--- src/rtl/mac_pkg.sv ---
// Shared MAC definitions: arbiter FSM state codes, the default frame-size
// limit and a few byte constants also used by the TX encapsulator.
package mac_pkg;

  // Largest frame forwarded without FCS: DA + SA + type + 1500 payload.
  localparam int MAX_FRAME_BYTES_DEF = 1514;

  // Byte constants used by the encapsulator when it frames the stream.
  localparam logic [7:0] ETH_PREAMBLE_BYTE = 8'h55;
  localparam logic [7:0] ETH_SFD_BYTE      = 8'hD5;
  localparam logic [7:0] ETH_PAD_BYTE      = 8'h00;

  // Arbiter FSM state encoding, kept as plain constants for older tools.
  typedef logic [1:0] arb_state_t;
  localparam arb_state_t ST_IDLE    = 2'd0;
  localparam arb_state_t ST_XFER    = 2'd1;
  localparam arb_state_t ST_DISCARD = 2'd2;

endpackage

--- src/rtl/mac_tx_arbiter_if.sv ---
// Byte-wide AXI-Stream bundle between NUM_PORTS frame sources, the TX
// arbiter and the encapsulator. The slave modport is the arbiter side; the
// master modport is everything around it (sources plus downstream sink).
interface mac_tx_arbiter_if #(
  parameter int NUM_PORTS = 4
);
  logic [NUM_PORTS*8-1:0] s_tdata;
  logic [NUM_PORTS-1:0]   s_tvalid;
  logic [NUM_PORTS-1:0]   s_tready;
  logic [NUM_PORTS-1:0]   s_tlast;
  logic [NUM_PORTS-1:0]   s_tuser;
  logic [7:0]             m_tdata;
  logic                   m_tvalid;
  logic                   m_tready;
  logic                   m_tlast;
  logic                   m_tuser;

  modport master (
    output s_tdata, s_tvalid, s_tlast, s_tuser,
    input  s_tready,
    input  m_tdata, m_tvalid, m_tlast, m_tuser,
    output m_tready
  );

  modport slave (
    input  s_tdata, s_tvalid, s_tlast, s_tuser,
    output s_tready,
    output m_tdata, m_tvalid, m_tlast, m_tuser,
    input  m_tready
  );
endinterface

--- src/rtl/mac_tx_arbiter_rr_arbiter.sv ---
// Purely combinational round-robin picker: returns the first requester after
// the previous winner, wrapping around. Shared with the RX/queue arbiters.
module rr_arbiter #(
  parameter int NUM_PORTS = 4,
  parameter int IDX_W     = $clog2(NUM_PORTS)
) (
  input  logic [NUM_PORTS-1:0] req,
  input  logic [IDX_W-1:0]     last,
  output logic [NUM_PORTS-1:0] gnt,
  output logic [IDX_W-1:0]     idx
);

  logic             found;
  logic [IDX_W-1:0] cand;

  // Scan last+1, last+2, ... (mod NUM_PORTS) and keep the first request hit.
  always_comb begin
    gnt   = '0;
    idx   = '0;
    found = 1'b0;
    cand  = '0;
    for (int off = 1; off <= NUM_PORTS; off++) begin
      cand = IDX_W'((int'(last) + off) % NUM_PORTS);
      if (!found && req[cand]) begin
        gnt[cand] = 1'b1;
        idx       = cand;
        found     = 1'b1;
      end
    end
  end

endmodule

--- src/rtl/mac_tx_arbiter.sv ---
// Frame-level round-robin arbiter in front of the MAC TX encapsulator.
// One source owns the output from grant until its tlast; runaway frames are
// cut at MAX_FRAME_BYTES (last beat flagged as error) and the rest dropped.
module mac_tx_arbiter
  import mac_pkg::*;
#(
  parameter int NUM_PORTS       = 4,
  parameter int MAX_FRAME_BYTES = MAX_FRAME_BYTES_DEF
) (
  input  logic                 clk,
  input  logic                 reset,
  mac_tx_arbiter_if.slave      bus,
  input  logic [NUM_PORTS-1:0] port_enable,
  input  logic                 pause,
  output logic [NUM_PORTS-1:0] grant,
  output logic                 busy,
  output logic                 overflow
);

  localparam int IDX_W = $clog2(NUM_PORTS);
  localparam int CNT_W = $clog2(MAX_FRAME_BYTES);
  localparam logic [CNT_W-1:0] LAST_IDX = CNT_W'(MAX_FRAME_BYTES - 1);

  arb_state_t           state_reg;
  logic [NUM_PORTS-1:0] grant_reg;
  logic [IDX_W-1:0]     sel_reg;      // also serves as last_winner
  logic [CNT_W-1:0]     count_reg;
  logic                 overflow_reg;

  logic [NUM_PORTS-1:0] req;
  logic [NUM_PORTS-1:0] arb_gnt;
  logic [IDX_W-1:0]     arb_idx;

  logic [7:0] port_data [NUM_PORTS];
  logic [7:0] sel_tdata;
  logic       sel_tvalid;
  logic       sel_tlast;
  logic       sel_tuser;
  logic       at_limit;
  logic       beat;

  // Split the flat data bus into one byte lane per source.
  for (genvar gi = 0; gi < NUM_PORTS; gi++) begin : g_lane
    assign port_data[gi] = bus.s_tdata[8*gi +: 8];
  end

  assign req        = bus.s_tvalid & port_enable;
  assign sel_tdata  = port_data[sel_reg];
  assign sel_tvalid = bus.s_tvalid[sel_reg];
  assign sel_tlast  = bus.s_tlast[sel_reg];
  assign sel_tuser  = bus.s_tuser[sel_reg];
  // The beat at byte index MAX_FRAME_BYTES-1 is the last one we may forward.
  assign at_limit   = (count_reg == LAST_IDX);
  assign beat       = (state_reg == ST_XFER) && sel_tvalid && bus.m_tready;

  assign grant    = grant_reg;
  assign busy     = (state_reg != ST_IDLE);
  assign overflow = overflow_reg;

  rr_arbiter #(
    .NUM_PORTS (NUM_PORTS),
    .IDX_W     (IDX_W)
  ) u_rr (
    .req  (req),
    .last (sel_reg),
    .gnt  (arb_gnt),
    .idx  (arb_idx)
  );

  // Output mux: zero-latency passthrough of the owner in XFER, sink-all in DISCARD.
  always_comb begin
    bus.m_tdata  = 8'h00;
    bus.m_tvalid = 1'b0;
    bus.m_tlast  = 1'b0;
    bus.m_tuser  = 1'b0;
    bus.s_tready = '0;
    case (state_reg)
      ST_XFER: begin
        bus.m_tdata  = sel_tdata;
        bus.m_tvalid = sel_tvalid;
        bus.m_tlast  = sel_tlast | at_limit;
        bus.m_tuser  = sel_tuser | (at_limit & ~sel_tlast);
        bus.s_tready = grant_reg & {NUM_PORTS{bus.m_tready}};
      end
      ST_DISCARD: begin
        bus.s_tready = grant_reg;
      end
      default: ;
    endcase
  end

  // Frame FSM: grant between frames, count beats, truncate runaway frames.
  always_ff @(posedge clk) begin
    if (reset) begin
      state_reg    <= ST_IDLE;
      grant_reg    <= '0;
      sel_reg      <= IDX_W'(NUM_PORTS - 1);
      count_reg    <= '0;
      overflow_reg <= 1'b0;
    end else begin
      overflow_reg <= 1'b0;
      case (state_reg)
        ST_IDLE: begin
          if (!pause && (req != '0)) begin
            state_reg <= ST_XFER;
            grant_reg <= arb_gnt;
            sel_reg   <= arb_idx;
            count_reg <= '0;
          end
        end
        ST_XFER: begin
          if (beat) begin
            if (sel_tlast) begin
              state_reg <= ST_IDLE;
              grant_reg <= '0;
            end else if (at_limit) begin
              state_reg    <= ST_DISCARD;
              overflow_reg <= 1'b1;
            end else begin
              count_reg <= count_reg + CNT_W'(1);
            end
          end
        end
        ST_DISCARD: begin
          if (sel_tvalid && sel_tlast) begin
            state_reg <= ST_IDLE;
            grant_reg <= '0;
          end
        end
        default: begin
          state_reg <= ST_IDLE;
          grant_reg <= '0;
        end
      endcase
    end
  end

endmodule

--- src/flat_wrapper.sv ---
// flat-port wrapper written by rule: the top's interface ports become plain ports
module mac_tx_arbiter_flat import mac_pkg::*;
#(
  parameter int NUM_PORTS       = 4,
  parameter int MAX_FRAME_BYTES = MAX_FRAME_BYTES_DEF
)
  (clk, reset, port_enable, pause, grant, busy, overflow, bus_s_tdata, bus_s_tvalid, bus_s_tlast, bus_s_tuser, bus_s_tready, bus_m_tdata, bus_m_tvalid, bus_m_tlast, bus_m_tuser, bus_m_tready);
  mac_tx_arbiter_if #(.NUM_PORTS(NUM_PORTS)) bus_i ();
  input  logic clk;
  input  logic reset;
  input  logic [NUM_PORTS-1:0] port_enable;
  input  logic pause;
  output logic [NUM_PORTS-1:0] grant;
  output logic busy;
  output logic overflow;
  input wire logic [$bits(bus_i.s_tdata)-1:0] bus_s_tdata;
  input wire logic [$bits(bus_i.s_tvalid)-1:0] bus_s_tvalid;
  input wire logic [$bits(bus_i.s_tlast)-1:0] bus_s_tlast;
  input wire logic [$bits(bus_i.s_tuser)-1:0] bus_s_tuser;
  output wire logic [$bits(bus_i.s_tready)-1:0] bus_s_tready;
  output wire logic [$bits(bus_i.m_tdata)-1:0] bus_m_tdata;
  output wire logic [$bits(bus_i.m_tvalid)-1:0] bus_m_tvalid;
  output wire logic [$bits(bus_i.m_tlast)-1:0] bus_m_tlast;
  output wire logic [$bits(bus_i.m_tuser)-1:0] bus_m_tuser;
  input wire logic [$bits(bus_i.m_tready)-1:0] bus_m_tready;
  assign bus_i.s_tdata = bus_s_tdata;
  assign bus_i.s_tvalid = bus_s_tvalid;
  assign bus_i.s_tlast = bus_s_tlast;
  assign bus_i.s_tuser = bus_s_tuser;
  assign bus_s_tready = bus_i.s_tready;
  assign bus_m_tdata = bus_i.m_tdata;
  assign bus_m_tvalid = bus_i.m_tvalid;
  assign bus_m_tlast = bus_i.m_tlast;
  assign bus_m_tuser = bus_i.m_tuser;
  assign bus_i.m_tready = bus_m_tready;
  mac_tx_arbiter #(.NUM_PORTS(NUM_PORTS), .MAX_FRAME_BYTES(MAX_FRAME_BYTES)) u_core (.clk(clk), .reset(reset), .bus(bus_i), .port_enable(port_enable), .pause(pause), .grant(grant), .busy(busy), .overflow(overflow));
endmodule
--- config.mk ---
export PLATFORM = sky130hd
export DESIGN_NAME = mac_tx_arbiter_flat
export DESIGN_NICKNAME = d
export VERILOG_FILES = /design/src/rtl/mac_pkg.sv /design/src/rtl/mac_tx_arbiter_if.sv /design/src/rtl/mac_tx_arbiter_rr_arbiter.sv /design/src/rtl/mac_tx_arbiter.sv /design/src/flat_wrapper.sv
export SDC_FILE = /design/constraint.sdc
export NUM_CORES = 1
export LEC_CHECK = 0
export ABC_AREA = 1
export BUFFER_PORTS_ARGS = -buffer_cell sky130_fd_sc_hd__buf_2
export CAP_MARGIN = 20
export CELL_PAD_IN_SITES_DETAIL_PLACEMENT = 0
export CELL_PAD_IN_SITES_GLOBAL_PLACEMENT = 2
export CORE_MARGIN = 1.5
export CORE_UTILIZATION = 25
export DETAILED_ROUTE_END_ITERATION = 16
export PLACE_DENSITY_LB_ADDON = 0.08
export SLEW_MARGIN = 20
export SYNTH_ARGS = -nofsm -noshare
export SYNTH_HDL_FRONTEND = slang
export SYNTH_SLANG_ARGS = --single-unit
--- constraint.sdc ---
create_clock -name clk -period 2.65 [get_ports clk]
set_input_delay 0.53 -clock clk [delete_from_list [all_inputs] [get_ports clk]]
set_output_delay 0.53 -clock clk [all_outputs]
set_load 0.005 [all_outputs]
[Word-level counts from Yosys, hierarchy flattened]
Index checks and enable logic that the tools add are counted.
Storage, ports and cells
  flip-flop bits (word level): 20
Cells by class
  add/subtract/negate cells: 5
  order comparisons: 10
  equal/unequal tests: 10
  mux-type cells: 58
  bitwise logic cells: 12
  reduce and logical (&&, ||, !) cells: 24
Operators with widths (number)
  11-bit 2-to-1 mux: 4
  4-bit 2-to-1 mux: 8
  8-bit 2-to-1 mux: 3
  11-bit case mux with 2 select lines: 1
  1-bit 2-to-1 mux: 18
  2-bit 2-to-1 mux: 9
  8-bit binary-select mux with 2-bit select: 1
  2-bit by 3-bit < comparator with 1-bit output, second input constant: 5
  1-bit binary-select mux with 2-bit select: 7
  4-bit OR: 3
  4-bit case mux with 3 select lines: 1
  11-bit by 1-bit adder with 11-bit output, second input constant: 1
  11-bit equality test, second input constant: 1
  1-bit logical AND: 11
  4-bit AND: 2
  1-bit demux with 2-bit select: 4
  2-bit by 1-bit greater-or-equal comparator with 1-bit output, second input constant: 4
  2-bit by 1-bit != test with 1-bit output, second input constant: 4
  4-bit case mux with 2 select lines: 1
  4-bit AND reduction: 2
  2-bit case mux with 3 select lines: 1
  5-bit AND reduction: 1
  2-bit by 1-bit adder with 2-bit output, second input constant: 2
  2-bit adder, second input constant: 2
  15 further kinds: 23

[Logic depth before layout (Yosys ltp)]
Gate-level depths: netlist of the first run.
  depth after elaboration: 15
  mapped depth: 13
  gate-level depth less buffers: 12

[Modules after synthesis]
From an unflattened synthesis of the first run, not the netlist that was laid out.
Second synthesis, totals
  cells, all modules: 383
  area, all modules: 2303.5 um^2
By module, submodules not included
  mac_tx_arbiter: instances 1, cells each 308, area an instance 1829.3 um^2, seq. area each 400.4 um^2
  rr_arbiter: instances 1, cells each 75, area an instance 474.2 um^2, seq. area each 0.0 um^2

[Worst setup path before layout of the first run]
OpenSTA, ideal clock, no wires.
  kind: register -> register
  from: register u_core.sel_reg[0]
  to: register u_core.sel_reg[1]
  library setup time: 0.124 ns
  data arrival time: 1.980 ns
  required time: 2.526 ns
  path slack: 0.546 ns
  stages on the path, launching flop included: 14
  buffers on the path: 2
  period minus slack after synthesis: 2.104 ns
  cell sequence: dfxtp_1 inv_2 clkbuf_1 buf_2 ha_1 inv_1 nand3_1 nand2_2 nor2_8 nand2_2 nand2_2 inv_1 nand2_1 nand3_1
On the way
  longest elaborated chain between the ends: 13
  elaborated cells on any way between the ends: 25
  those cells by class: 4 x add/sub; 15 x mux; 6 x reduce/logical
RTL lines
  start, declared: line mac_tx_arbiter.sv:26  | logic [IDX_W-1:0] sel_reg;
  start signal, assigned: line mac_tx_arbiter.sv:97  | sel_reg <= IDX_W'(NUM_PORTS - 1);
  start signal, assigned: line mac_tx_arbiter.sv:107  | sel_reg <= arb_idx;
  2-bit by 1-bit adder with 2-bit output: line mac_tx_arbiter_rr_arbiter.sv:23  | cand = IDX_W'((int'(last) + off) % NUM_PORTS);
  1-bit binary-select mux with 2-bit select: line mac_tx_arbiter_rr_arbiter.sv:24  | if (!found && req[cand]) begin
  1-bit 2-to-1 mux (not written as such): line mac_tx_arbiter_rr_arbiter.sv:24
  1-bit 2-to-1 mux: line mac_tx_arbiter_rr_arbiter.sv:24
  1-bit zero test: line mac_tx_arbiter_rr_arbiter.sv:24
  1-bit logical AND: line mac_tx_arbiter_rr_arbiter.sv:24
  1-bit 2-to-1 mux: line mac_tx_arbiter_rr_arbiter.sv:24
  1-bit zero test: line mac_tx_arbiter_rr_arbiter.sv:24
  1-bit logical AND: line mac_tx_arbiter_rr_arbiter.sv:24
  1-bit 2-to-1 mux: line mac_tx_arbiter_rr_arbiter.sv:24
  1-bit zero test: line mac_tx_arbiter_rr_arbiter.sv:24
  1-bit logical AND: line mac_tx_arbiter_rr_arbiter.sv:24
  2-bit 2-to-1 mux (*): line mac_tx_arbiter_rr_arbiter.sv:24
Mark *: on every way between the ends. The rest lies on a longest branch, timed or not. The select of a mux whose other input is x is not followed.
A chain may end at the register's enable or synchronous reset.

[Worst setup path after layout of the first run]
  from: register u_core.sel_reg[0]
  to: output port bus_m_tvalid
On the way
  longest elaborated chain between the ends: 3
RTL lines
  1-bit binary-select mux with 2-bit select: line mac_tx_arbiter.sv:49  | assign sel_tvalid = bus.s_tvalid[sel_reg];
  1-bit 2-to-1 mux (not written as such): line mac_tx_arbiter.sv:49
  1-bit 2-to-1 mux: line mac_tx_arbiter.sv:77  | case (state_reg)
  end, declared: line flat_wrapper.sv:22  | output wire logic [$bits(bus_i.m_tvalid)-1:0] bus_m_tvalid;
Every way passes these cells. The select of a mux whose other input is x is not followed.

==> metrics, run 1 <==
max reg flops=11; Port Buffers=72; Finished Cell Area=2700 um2; CP arrival=1.70 ns; main combinational cell family by area after synthesis=simple AND/OR/NAND/NOR gates; endpoints failing hold=0; MaxCap Viol Count=0; number of DRC markers in iteration 0=56; number of vias per cell=4.59; largest net degree at the start of global routing=34; antenna viol nets, final=0; die footprint=9330 um2; Synth area leaders=nand2_1, dfxtp_1, nand3_1, nor2_1, ha_1; Hold/Removal Path Class=flip-flop to flip-flop; # rows=33; slew margin rel.=75.8%; Initial Util=26.3%; setup slack, reg-to-reg=0.71 ns; Post-synth EDFFs=0; hpwl dp=5380 um; Syn. warnings=0; Simple-Gate Fraction of Synth Area=53.6%; CTS tree=built; Max Buffers Root-to-Sink=2; compound-gate portion of the synthesized area=10.7%; Final period util=84.1%; multiplexer share of the synthesized area=0%; area leader, netlist=nand2_1; Final Util=32.4%; setup TNS=0 ns; initial antenna violation count=0; fmax=0.449 GHz; final total power=2.15 mW; cts-stage hold buffer count=0; crit path kind=flip-flop to primary output; DR top layer=met4; drt drc=0; clock root cell=clkbuf_8; fin crit period=2.23 ns; via total after detailed routing=2,540; Worst-Skew Late Latency=0.27 ns; H-tree Lvls=1; wire length on met2=3160 um; Area Growth Syn to Fin=23.2%; Die Ht=96.6 um; global-route wire length before repair=11,900 um; status=complete, no violations; adder-cell share of the synthesized area=7.42%; CP Data Required Time=2.12 ns; fill cell count=994; clk_skew=0.00239 ns; Final nets=514; Synth Area per Inst=5.74 um2; pre-CTS setup slack=0.700 ns; Main synth FF type=dfxtp_1; DIE WIDTH=96.6 um; ys async rst share=0%; Synth cell types=30; Synth Register Bits=20; Critical Path Fanout Max=19; Worst-Margin Slew=0.363 ns; total congestion overflow=0; Peak supply drop=0.236 mV; CTS buffer count=3; fin. max-slew vios=0; most numerous cell in the Yosys netlist=nand2_1; number of I/O pins=73; ant diodes=0; number of gates resized after CTS=0; total track usage=15.1%; gpl congestion=0.756; Post-Synthesis Cells=382; final worst slack=0.421 ns; clk slew on worst S/H paths=0.08 ns; Clock Sinks=20; Setup crit start kind=flip-flop; PwrDens=797 nW/um2; commonest cells in the netlist=nand2_1, nand3_1, nor2_1, a21oi_1, inv_1; crit end category=primary output; DRT Wirelength=7060 um; share of post-route cells with drive strength above 1=23.4%; routed wl met3=295 um; Mapped Area=2190 um2; Routed wire per std cell=12.8 um; Core Box Area=8340 um2; met1 wire length=3560 um; # setup viols final=0; DP Area=2630 um2; RSZ-0062 raised after global routing=false; Pleak=1.30 nW; post-synthesis sequential area ratio=18.3%; drt pass-1 iters=4; post-synth top area share=18.7%; post-synthesis xor/xnor area fraction=1.20%; Post-CTS Setup Inserts=0; Post-Syn Nets=447; number of global-route vias before repair=2,437
[metrics by stage]
step / hold WS, ns / cells
detailed placement: 0.482 / 549
CTS: 0.497 / 553
global placement: 0.479 / 549
global route: 0.518 / 553
floorplan: 0.465 / 382
finish: 0.494 / 553
[kinds of logic after synthesis]
group / count (synthesis)
adders and majority gates: 13
xor gates and xnor gates: 3
DFF: 20
buffers and inverters: 40
AOI/OAI and AO/OA: 44
and+or+nand+nor: 262
[power by group]
part           internal (mW)  leakage (nW)  switching (mW)
clock network          0.202        0.0357           0.119
registers              0.351         0.162          0.0357
logic                  0.471          1.10           0.971
[placed cells by master (no fill, tap or decap), drive strengths merged, types with 2 or more instances in the layout]
cell and count:
nand2 123, buf 77, nor2 65, nand3 65
inv 24, a21oi 23, dfxtp 20, o21ai 16
ha 13, nand4 4, nor3 4, o21bai 3
clkbuf 3, xor2 2
[per-layer routing]
layer / GRT usage, % / vias up
li1: - / 1374
met1: 21.3 / 1110
met2: 24.7 / 50
met3: 2.67 / 6
met4: 1.45 / 0
met5: 0 / -
[area by class of cell]
| class | instances | area, um2 | share of cell area, % |
|---|---|---|---|
| repair buffers | 77 | 398 | 14.7 |
| clock buffers | 3 | 41.3 | 1.53 |
| flip-flops and latches | 20 | 400 | 14.8 |
| multi-input cells | 322 | 1600 | 59.2 |
| inverters | 25 | 98.8 | 3.66 |
| well taps | 105 | 131 | 4.87 |
| clock inverters | 1 | 30.0 | 1.11 |
[path summary, 6_finish.rpt]
path	startpoint	endpoint	depth (start not counted)
min reg2reg	u_core.grant[2]$_SDFFE_PP0P_	u_core.grant[2]$_SDFFE_PP0P_	2
min	u_core.grant[2]$_SDFFE_PP0P_	u_core.grant[2]$_SDFFE_PP0P_	2
max reg2reg	u_core.sel_reg[0]$_SDFFE_PP1P_	u_core.sel_reg[1]$_SDFFE_PP1P_	11
max	u_core.sel_reg[0]$_SDFFE_PP1P_	bus_m_tvalid	7
[critical path, stage by stage, from the launching register on]
cell and delay (ns):
dfxtp_1 0.32, inv_2 0.27, buf_4 0.25, nand2_1 0.10, nand2_1 0.07, nand2_1 0.06
a21oi_1 0.19, buf_2 0.15
No activity file was read; power rests on OpenSTA's default activity.
==> inputs of run 2 (changes only) <==
--- a/config.mk
+++ b/config.mk
@@ -11,7 +11,7 @@
 export CELL_PAD_IN_SITES_DETAIL_PLACEMENT = 0
 export CELL_PAD_IN_SITES_GLOBAL_PLACEMENT = 2
 export CORE_MARGIN = 1.5
-export CORE_UTILIZATION = 25
+export CORE_UTILIZATION = 23
 export DETAILED_ROUTE_END_ITERATION = 16
 export PLACE_DENSITY_LB_ADDON = 0.08
 export SLEW_MARGIN = 20
==> constraint.sdc (replaced) <==
create_clock -name clk -period 1.8 [get_ports clk]
set_input_delay 0.36 -clock clk [delete_from_list [all_inputs] [get_ports clk]]
set_output_delay 0.36 -clock clk [all_outputs]
set_load 0.005 [all_outputs]
==> metrics, run 2 (synthesis gave the netlist of run 1 again) <==
largest net degree at the start of global routing=25; status=finished with violations; number of global-route vias before repair=2,653; Hold/Removal Path Class=primary input to flip-flop; Final nets=542; slew margin rel.=74.8%; Peak supply drop=0.374 mV; met1 wire length=3730 um; PwrDens=1230 nW/um2; Routed wire per std cell=13.4 um; critical-path cell list=inv_8, nand2_4, nand3_4, nand2_4, nand4_1, a21oi_1, buf_2; final hold slack=0.487 ns; number of vias per cell=4.54; hpwl dp=5990 um; final worst slack=-0.0418 ns; failing checks=negative setup slack; Worst-Margin Slew=0.376 ns; max reg flops=11; Worst-Skew Late Latency=0.27 ns; Area Growth Syn to Fin=46.6%; DR top layer=met4; Clock Sinks=20; Core Box Area=9240 um2; # setup viols final=2; Final period util=102%; clk slew on worst S/H paths=0.09 ns; CP Data Required Time=1.44 ns; pre-CTS setup slack=0.0778 ns; wire length on met2=4050 um; clock root cell=clkbuf_8; most common cell after layout, fill and taps aside=nand2_1; crit path kind=flip-flop to primary output; internal power=1.94 mW; CP peak stage delay=0.44 ns; initial antenna violation count=0; total track usage=16.4%; Slowest-stage cell, CP=dfxtp_4; Port Buffers=72; crit-path most repeated cell=nand2_4; CTS buffer count=3; most frequent cells in the layout=nand2_1, buf_2, nor2_1, nand3_1, buf_4; drt drc=0; MaxCap Viol Count=0; Initial Util=23.7%; number of I/O pins=73; H-tree Lvls=1; clock power share=11.7%; gpl congestion=0.788; drt pass-1 iters=4; antenna viol nets, final=0; fin crit period=1.84 ns; global-route wire length before repair=13,200 um; Final Util=34.8%; total congestion overflow=0; DIE WIDTH=101 um; Max Buffers Root-to-Sink=2; Gate power share=72.7%; DRT Wirelength=8120 um; endpoints failing hold=0; routed wl met3=260 um; cts-stage hold buffer count=0; final total power=3.95 mW; fin. max-slew vios=0; ant diodes=0; fmax=0.543 GHz; share of post-route cells with drive strength above 1=34.5%; CTS tree=built; Pleak=1.52 nW; crit end category=primary output; clk_skew=0.0192 ns; Seq pwr share=15.6%; Setup crit start kind=flip-flop; NetSw=2.00 mW; Switching Fraction=50.7%; CP arrival=1.48 ns; number of DRC markers in iteration 0=84; via total after detailed routing=2,746; Die Ht=101 um; RSZ-0062 raised after global routing=true; Critical Path Fanout Max=6; die footprint=10,100 um2; # rows=35
run 2: cell types whose count changed in the layout (fill, tap and decap cells not counted), sizes merged:
cell	before	now
nand2	123	124
nor2	65	66
buf	77	103
run 2: what timing repair did:
action | CTS | global route
pin swaps | 5 | 10
endpoints found under the setup margin | 14 | 31
gates resized for setup | 20 | 43
endpoints found under the hold margin | 0 | 0
buffers inserted | 8 | 7
gates cloned | 0 | 2
run 2: final cells by class:
type | instances | area [um2]
clock inverters | 1 | 30.0
inverters | 25 | 109
clock buffers | 3 | 41.3
well taps | 129 | 161
flip-flops and latches | 20 | 409
fillers | 1048 | 6030
repair buffers | 103 | 644
multi-input cells | 324 | 1820
run 2: final timing paths:
check / start / end / slack, ns / cells past startpoint
max reg2reg: u_core.sel_reg[0]$_SDFFE_PP1P_ / u_core.grant[0]$_SDFFE_PP0P_ / 0 / 12
min reg2reg: u_core.grant[0]$_SDFFE_PP0P_ / u_core.grant[0]$_SDFFE_PP0P_ / 0.49 / 2
max: u_core.sel_reg[0]$_SDFFE_PP1P_ / bus_m_tuser / -0.04 / 7
min: reset / u_core.count_reg[6]$_SDFFE_PP0P_ / 0.49 / 3
run 2: stage by stage:
stage	setup TNS, ns	instances	cell area [um2]
after detailed placement	0	585	2790
after global routing	-0.996	605	3210
after CTS	-0.109	597	3000
final	-0.0424	605	3210
after global placement	0	585	2790
after floorplan	0	382	2240
run 2: power groups by stage:
stage / sequential, mW / clock [mW] / combinational [mW]
floorplan: 0.609 / 0 / 1.67
CTS: 0.612 / 0.488 / 2.43
finish: 0.615 / 0.463 / 2.87
global route: 0.627 / 0.494 / 3.19
detailed placement: 0.623 / 0 / 2.29
global placement: 0.620 / 0 / 2.32
run 2: per-layer routing:
layer	vias up	GRT usage, %
li1	1444	-
met1	1245	20.4
met2	51	29.9
met3	6	2.77
met4	0	2.38
met5	-	0
run 2: critical path: cells and delay by family, from the launching register on:
| kind | cells | cell delay, ns |
|---|---|---|
| flops | 1 | 0.44 |
| simple gates | 4 | 0.40 |
| buf+inv | 2 | 0.19 |
| compound gates | 1 | 0.19 |
==> inputs of run 3 (changes only) <==
--- a/config.mk
+++ b/config.mk
@@ -6,15 +6,15 @@
 export NUM_CORES = 1
 export LEC_CHECK = 0
 export ABC_AREA = 1
-export BUFFER_PORTS_ARGS = -buffer_cell sky130_fd_sc_hd__buf_2
 export CAP_MARGIN = 20
 export CELL_PAD_IN_SITES_DETAIL_PLACEMENT = 0
 export CELL_PAD_IN_SITES_GLOBAL_PLACEMENT = 2
 export CORE_MARGIN = 1.5
-export CORE_UTILIZATION = 23
+export CORE_UTILIZATION = 28
 export DETAILED_ROUTE_END_ITERATION = 16
+export DONT_BUFFER_PORTS = 1
+export HOLD_SLACK_MARGIN = 0.05
 export PLACE_DENSITY_LB_ADDON = 0.08
-export SLEW_MARGIN = 20
 export SYNTH_ARGS = -nofsm -noshare
 export SYNTH_HDL_FRONTEND = slang
 export SYNTH_SLANG_ARGS = --single-unit
==> metrics, run 3 (synthesis gave the netlist of run 1 again) <==
status=complete, no violations; Port Buffers=0; crit path kind=flip-flop to primary output; Final nets=467; number of I/O pins=73; Max Buffers Root-to-Sink=2; Peak supply drop=0.460 mV; RSZ-0062 raised after global routing=true; Pleak=1.15 nW; most frequent cells in the layout=nand2_1, nor2_1, nand3_1, buf_4, inv_1; Multi-input gate area=1760 um2; Worst-Skew Late Latency=0.27 ns; Clock Sinks=20; initial antenna violation count=0; drt drc=0; PwrDens=1290 nW/um2; drt pass-1 iters=4; die footprint=8360 um2; Hold/Removal Path Class=primary input to flip-flop; Routed wire per std cell=13.9 um; number of DRC markers in iteration 0=88; CP arrival=1.38 ns; antenna viol nets, final=0; DIE WIDTH=91.5 um; # setup viols final=0; H-tree Lvls=1; Critical Path Fanout Max=7; final hold slack=0.146 ns; clk_skew=0.00192 ns; Setup crit start kind=flip-flop; largest net degree at the start of global routing=21; hpwl dp=5330 um; CP Data Required Time=1.44 ns; total track usage=16.6%; global-route wire length before repair=11,200 um; via total after detailed routing=2,458; clock root cell=clkbuf_8; most common cell after layout, fill and taps aside=nand2_1; fin crit period=1.74 ns; Initial Util=28.6%; final total power=3.53 mW; register area=408 um2; gpl congestion=0.806; Core Box Area=7650 um2; total congestion overflow=0; max reg flops=11; Final period util=96.8%; endpoints failing hold=0; number of global-route vias before repair=2,343; CTS buffer count=3; DRT Wirelength=6990 um; fmax=0.574 GHz; Worst-Margin Slew=0.363 ns; Area Growth Syn to Fin=24.8%; Die Ht=91.5 um; # rows=32; CTS tree=built; fill cell count=867; number of vias per cell=4.89; fin. max-slew vios=0; slew margin rel.=75.7%; crit end category=primary output; clk slew on worst S/H paths=0.08 ns; ant diodes=0; Final Util=35.7%; MaxCap Viol Count=0; share of post-route cells with drive strength above 1=21.7%
-- run 3: layout make-up --
type / instances / share of cell area (%)
sequential: 20 / 14.9
inverter: 25 / 3.89
timing repair buffer: 28 / 9.75
tap: 102 / 4.67
multi-input combinational: 324 / 64.3
clock buffer: 4 / 2.43
-- run 3: path summary, 6_finish.rpt --
kind | slack [ns] | startpoint | depth (start not counted) | endpoint
worst max-delay path | 0.06 | u_core.sel_reg[0]$_SDFFE_PP1P_ | 6 | bus_m_tuser
worst min-delay path | 0.15 | reset | 1 | u_core.count_reg[4]$_SDFFE_PP0P_
worst max register to register | 0.12 | u_core.sel_reg[0]$_SDFFE_PP1P_ | 10 | u_core.sel_reg[0]$_SDFFE_PP1P_
worst min register to register | 0.51 | u_core.count_reg[10]$_SDFFE_PP0P_ | 2 | u_core.count_reg[10]$_SDFFE_PP0P_
-- run 3: critical path, stage by stage, from the launching register on --
cell and delay (ns):
dfxtp_4 0.39, buf_12 0.15, nand2_4 0.07, nand3_2 0.06, nand2_2 0.10, nand4_1 0.15, a21oi_2 0.20
-- run 3: what timing repair did --
action	in CTS	in global routing
cloned	0	2
hold buffers	0	0
pin swaps	3	10
buffers inserted	2	5
gates resized for setup	8	36
setup endpoints to repair	15	24
-- run 3: layer usage --
layer / up-vias / wire length (um) / GRT usage [%]
li1: 1285 / - / -
met3: 6 / 372 / 3.10
met2: 61 / 3390 / 29.7
met4: 0 / 54 / 3.52
met5: - / 0 / 0
met1: 1106 / 3180 / 20.4
-- run 3: per-stage QoR --
step	cell area (um2)	setup WS (ns)	instances	setup TNS [ns]
detailed placement	2410	0.0934	490	0
global route	2730	-0.0224	503	-0.0281
CTS	2520	0.00516	496	0
global placement	2410	0.110	490	0
floorplan	2240	0.00315	382	0
finish	2730	0.0578	503	0
-- run 3: power by group --
| group | switching, mW | internal, mW | leakage [nW] |
|---|---|---|---|
| Combinational | 1.55 | 0.949 | 0.949 |
| Sequential | 0.0861 | 0.528 | 0.163 |
| Clock | 0.176 | 0.242 | 0.0339 |
| Total | 1.81 | 1.72 | 1.15 |
